[src/rtl/microcode_sequencer.sv]
// Microcode sequencer for the 8-bit CPU control unit.
// Holds the microstep counter and advances it on one-cycle step strobes from the
// clock block. Decodes opcode, next step and latched ALU flags into a registered
// 16-bit control word. A sticky halt goes back to the clock block.
//
// Build option: define MICROSTEP_EARLY_END_EN so that an instruction ends as soon
// as its next microstep (T2 or later) would issue an all-zero control word. With
// the macro undefined, every instruction takes exactly STEPS strobes.
//
// Run state (held in state_q, exported as halt):
//   state      | meaning
//   -----------+------------------------------------------------------------
//   ST_RUN     | strobes advance step, reload ctrl_word, may latch flags
//   ST_HALTED  | an HLT word was loaded; strobes ignored until clr

module microcode_sequencer #(
   parameter int STEPS    = 5,
   parameter int OPCODE_W = 4
) (
   input  logic                system_clock,
   input  logic                clr,
   input  logic                step_en,
   input  logic [OPCODE_W-1:0] instr,
   input  logic                carry_in,
   input  logic                zero_in,
   output logic [15:0]         ctrl_word,
   output logic [2:0]          step,
   output logic [1:0]          flags,
   output logic                halt
);

   localparam logic [0:0] ST_RUN    = 1'b0;
   localparam logic [0:0] ST_HALTED = 1'b1;

   // Control word bit masks, bit15..bit0.
   localparam logic [15:0] C_HLT = 16'h8000;
   localparam logic [15:0] C_MI  = 16'h4000;
   localparam logic [15:0] C_RI  = 16'h2000;
   localparam logic [15:0] C_RO  = 16'h1000;
   localparam logic [15:0] C_IO  = 16'h0800;
   localparam logic [15:0] C_II  = 16'h0400;
   localparam logic [15:0] C_AI  = 16'h0200;
   localparam logic [15:0] C_AO  = 16'h0100;
   localparam logic [15:0] C_EO  = 16'h0080;
   localparam logic [15:0] C_SU  = 16'h0040;
   localparam logic [15:0] C_BI  = 16'h0020;
   localparam logic [15:0] C_OI  = 16'h0010;
   localparam logic [15:0] C_CE  = 16'h0008;
   localparam logic [15:0] C_CO  = 16'h0004;
   localparam logic [15:0] C_J   = 16'h0002;
   localparam logic [15:0] C_FI  = 16'h0001;

   // Frequently used microwords.
   localparam logic [15:0] W_FETCH_ADDR = C_CO | C_MI;          // 4004
   localparam logic [15:0] W_FETCH_IR   = C_RO | C_II | C_CE;   // 1408
   localparam logic [15:0] W_OPND_ADDR  = C_IO | C_MI;          // 4800
   localparam logic [15:0] W_JUMP       = C_IO | C_J;           // 0802

   // Opcodes (IR high nibble); anything else decodes as NOP.
   localparam logic [OPCODE_W-1:0] OP_LDA = OPCODE_W'(1);
   localparam logic [OPCODE_W-1:0] OP_ADD = OPCODE_W'(2);
   localparam logic [OPCODE_W-1:0] OP_SUB = OPCODE_W'(3);
   localparam logic [OPCODE_W-1:0] OP_STA = OPCODE_W'(4);
   localparam logic [OPCODE_W-1:0] OP_LDI = OPCODE_W'(5);
   localparam logic [OPCODE_W-1:0] OP_JMP = OPCODE_W'(6);
   localparam logic [OPCODE_W-1:0] OP_JC  = OPCODE_W'(7);
   localparam logic [OPCODE_W-1:0] OP_JZ  = OPCODE_W'(8);
   localparam logic [OPCODE_W-1:0] OP_OUT = OPCODE_W'(14);
   localparam logic [OPCODE_W-1:0] OP_HLT = OPCODE_W'(15);

   localparam logic [2:0] LAST_STEP = 3'(STEPS - 1);

   // Microcode ROM. f is {C,Z} as it will be after the current strobe, so a
   // conditional jump sees flags latched by the very same edge.
   function automatic logic [15:0] rom_word(
      input logic [OPCODE_W-1:0] op,
      input logic [2:0]          t,
      input logic [1:0]          f
   );
      logic [15:0] w;
      w = 16'h0000;
      case (t)
         3'd0: w = W_FETCH_ADDR;
         3'd1: w = W_FETCH_IR;
         3'd2: begin
            if (op == OP_LDA || op == OP_ADD || op == OP_SUB || op == OP_STA)
               w = W_OPND_ADDR;
            else if (op == OP_LDI)
               w = C_IO | C_AI;
            else if (op == OP_JMP)
               w = W_JUMP;
            else if (op == OP_JC)
               w = f[1] ? W_JUMP : 16'h0000;
            else if (op == OP_JZ)
               w = f[0] ? W_JUMP : 16'h0000;
            else if (op == OP_OUT)
               w = C_AO | C_OI;
            else if (op == OP_HLT)
               w = C_HLT;
            else
               w = 16'h0000;
         end
         3'd3: begin
            if (op == OP_LDA)
               w = C_RO | C_AI;
            else if (op == OP_ADD || op == OP_SUB)
               w = C_RO | C_BI;
            else if (op == OP_STA)
               w = C_AO | C_RI;
            else
               w = 16'h0000;
         end
         3'd4: begin
            if (op == OP_ADD)
               w = C_EO | C_AI | C_FI;
            else if (op == OP_SUB)
               w = C_EO | C_SU | C_AI | C_FI;
            else
               w = 16'h0000;
         end
         default: w = 16'h0000;
      endcase
      return w;
   endfunction

   logic [0:0]  state_q;
   logic [2:0]  next_step;
   logic [1:0]  flags_next;
   logic [15:0] rom_next;
   logic [2:0]  load_step;
   logic [15:0] load_word;
   logic        advance;

   assign halt    = (state_q == ST_HALTED);
   assign advance = step_en && (state_q == ST_RUN);

   // Next microstep, flag update and the word the next strobe will load.
   always_comb begin
      next_step  = (step == LAST_STEP) ? 3'd0 : step + 3'd1;
      flags_next = (ctrl_word & C_FI) != 16'h0000 ? {carry_in, zero_in} : flags;
      rom_next   = rom_word(instr, next_step, flags_next);
      load_step  = next_step;
      load_word  = rom_next;
`ifdef MICROSTEP_EARLY_END_EN
      // An empty microstep past the fetch means the instruction is done:
      // jump straight to the next fetch instead of idling through it.
      if (next_step >= 3'd2 && rom_next == 16'h0000) begin
         load_step = 3'd0;
         load_word = W_FETCH_ADDR;
      end
`endif
   end

   // Step, control word, flags and run state all move on the same strobe edge.
   always_ff @(posedge system_clock) begin
      if (clr) begin
         step      <= 3'd0;
         ctrl_word <= W_FETCH_ADDR;
         flags     <= 2'b00;
         state_q   <= ST_RUN;
      end else if (advance) begin
         step      <= load_step;
         ctrl_word <= load_word;
         flags     <= flags_next;
         if ((load_word & C_HLT) != 16'h0000)
            state_q <= ST_HALTED;
      end
   end

endmodule

[config.mk]
export PLATFORM = sky130hd
export DESIGN_NAME = microcode_sequencer
export DESIGN_NICKNAME = d
export VERILOG_FILES = /design/src/rtl/microcode_sequencer.sv
export SDC_FILE = /design/constraint.sdc
export NUM_CORES = 1
export LEC_CHECK = 0
export CAP_MARGIN = 15
export CORE_ASPECT_RATIO = 0.6
export CORE_MARGIN = 5
export CORE_UTILIZATION = 40
export DETAILED_ROUTE_END_ITERATION = 16
export HOLD_SLACK_MARGIN = 0.15
export PLACE_DENSITY = 0.74
export SLEW_MARGIN = 10
export SYNTH_ARGS = -nofsm -noshare
export SYNTH_HDL_FRONTEND = slang
export SYNTH_SLANG_ARGS = --single-unit
[constraint.sdc]
create_clock -name system_clock -period 2.5 [get_ports system_clock]
set_input_delay 0.25 -clock system_clock [delete_from_list [all_inputs] [get_ports system_clock]]
set_output_delay 0.25 -clock system_clock [all_outputs]
set_load 0.02 [all_outputs]
==> flow_summary.toml <==
[detailed_routing]
drt-met1-wl_um = 1330
drc_errors = 0
drtPass1Iterations = 4
wl_met3_um = 293
viasPerCell = 5.67
antenna_left = 0
wl_met2_um = 1340
vias = 1077
wire_per_inst_um = 15.8
drt_wl_total_um = 3010
drt_iter0_drc = 89
dr.max_layer_used = "met4"

[logic_synthesis]
synth_most_common_cell = "dfxtp_1"
synth_cell_types = 38
syn_area_um2 = 1130
synth_edf_count = 0
netlist.top_cell.by_area = "dfxtp_1"
ys_ff_latch = 20
yosys_warnings = 0
synth_common_cells = "20 x dfxtp_1, 14 x nand2_1, 13 x nor2_1"
synth_top_area_share_pct = 35.4
synth_cells = 136
synthesis.nets = 149
yosysSeqAreaShare_pct = 35.4
ys.flop_type = "dfxtp_1"
ys_top_cells_by_area = "dfxtp_1 35%, nand2_1 4.6%, ha_1 4.4%, nor2_1 4.3%, a21oi_1 4.0%"
avgSynthCellArea_um2 = 8.33
synthArstFlopShare_pct = 0

[floorplan]
num_rows = 14
ios = 31
start_util_pct = 43.4
core_area_um2 = 2610
dieWidth_um = 78.7
die_area_um2 = 4030
die_h_um = 51.2

[setup_path]
cp.arrival_ns = 2.29
crit_chain = "inv_1, ha_1, or3b_4, a2111oi_4, o21bai_1, a22o_1"
cp_max_fo = 10
critical_path_depth = 6
critical_path.max_stage_delay_ns = 0.52
setup.worst_path.start_class = "flop"
required_ns = 2.70
cp-end-kind = "flop"
rrSetupSlack_ns = 0.41
timing.critical_path.buf_inv = 1
ff2ff_path_depth = 6
slowest_stage = "dfxtp_1"
critPathTopFamily = "compound AO/OA/AOI/OAI gates"
crit_type = "reg -> reg"

[sta]
hold_viol = 0
drv_slew = 0
finalSetupTns_ns = 0
finalSetupViolCount = 0
fmax_ghz = 0.479
finClkSkew_ns = 0.00665
finalCritPeriodShare_pct = 83.4
rsz0062_at_grt = "no"
slew_headroom_pct = 56.4
fin_crit_ns = 2.09
tightest_slew_ns = 0.654

[finish]
multi_input_area_um2 = 652
fill_cells = 222
layout.nets = 173
final_layout_size_suffix_gt1_share_pct = 6.33
area_delta_synth_final_pct = 29.0
antennaDiodeCount = 0
fin_area_um2 = 1460
seqCellArea_um2 = 400

[global_routing]
antenna_found_initial = 0
grt_util_all_layers_pct = 14.8
grt_pass1_vias = 997
grt_pass1_wl_um = 4720
grt_max_degree = 21
grt-ovfl-total = 0

[power_and_ir_drop]
power_density_nw_per_um2 = 466
p_leak_uw = 0.000512
p_switching_uw = 186
clockPowerShare_pct = 30.2
p_int_uw = 494
switching_share_pct = 27.3
power_frac_comb_pct = 20.0
ir_drop_v = 0.000362
seq_power_share_pct = 49.8
total_power_uw = 680

[placement]
gp_congestion = 0.816
dpl_cell_area_um2 = 1420
dp_hpwl_um = 2210
port_buffers = 30

[cts]
cts_resized = 0
cts_num_sinks = 20
cts_buffer_depth = 2
clkLatencyLatePin_ns = 0.25
cts_buffers = 3
ctsHtreeMaxLevel = 1
cts.clk_slew.worst_paths_ns = 0.07
cts-hold-fix-buffers = 0
cts_tree = "yes"
clk_root_buffer_cell = "clkbuf_8"
cts_setup_buffers = 0

[worst_hold_path]
hp-class = "reg -> reg"
holdPathStages = 2

[flow_run]
cap_viol_max_count = 0

[status]
status = "finished clean"
## metal layers
layer	vias up	track usage, %
li1	528	-
met1	487	18.8
met2	56	23.7
met3	6	6.32
met4	0	2.91
met5	-	0
## stage by stage
stage	instances	worst slack, ns	hold WS, ns	util (%)
after floorplan	136	0.493	0.394	-
after global placement	187	0.549	0.445	54.4
after detailed placement	187	0.452	0.453	54.4
after CTS	190	0.427	0.463	55.9
after global routing	190	0.302	0.501	55.9
final	190	0.414	0.462	55.9
## power groups by stage
stage                     Combinational [µW]  Sequential [µW]  Clock (µW)
after global routing                     147              340         219
after CTS                                136              338         209
after detailed placement                 134              345           0
after global placement                   132              344           0
after floorplan                         73.7              355           0
final                                    136              338         206
## sequential cells by signal, indices dropped and copies added (netlist names)
signal,flops
ctrl_word,14
step,3
flags,2
halt,1
## final cells by class
| cell class | instances | area share, % |
|---|---|---|
| Sequential cell | 20 | 27.4 |
| Multi-Input combinational cell | 100 | 44.6 |
| Inverter | 3 | 0.771 |
| Tap cell | 32 | 2.74 |
| Timing Repair Buffer | 32 | 21.6 |
| Clock buffer | 3 | 2.83 |
## tightest hold or removal path, cell delays in order, from the launching register on
cell and delay (ns):
dfxtp_1 0.31, nand2_1 0.05, a21oi_1 0.06
## cell families after synthesis
| group | Yosys count | synth area share (%) |
|---|---|---|
| AND/OR/NAND/NOR | 61 | 29.0 |
| AO/OA/AOI/OAI | 31 | 20.6 |
| flip-flops | 20 | 35.4 |
| buffers and inverters | 16 | 7.07 |
| multiplexers | 4 | 3.65 |
| adder cells (fa/ha/maj) | 4 | 4.42 |
## layout by cell type (no fill, tap or decap), types with 2 or more instances in the layout
cell             Yosys  final
clkdlybuf4s50_1      0     30
dfxtp_1             20     20
nand2_1             14     14
nor2_1              13     13
a21oi_1              9      9
nand2b_1             7      7
nor3_1               7      7
nand3_1              5      5
a211oi_1             4      4
ha_1                 4      4
inv_1                3      3
a31oi_1              3      3
a22o_1               3      3
mux2i_1              3      3
nand3b_1             3      3
clkbuf_8             0      3
nor2b_1              2      2
o21ai_0              2      2
or4b_1               2      2
a211o_1              2      2
o31ai_1              2      2
buf_4                3      2
## worst paths after layout
check | start | to
min reg2reg | ctrl_word[15] | ctrl_word[15]
min | ctrl_word[15] | ctrl_word[15]
max | step[0] | ctrl_word[9]
max reg2reg | step[0] | ctrl_word[9]
No activity file was read; power rests on OpenSTA's default activity.
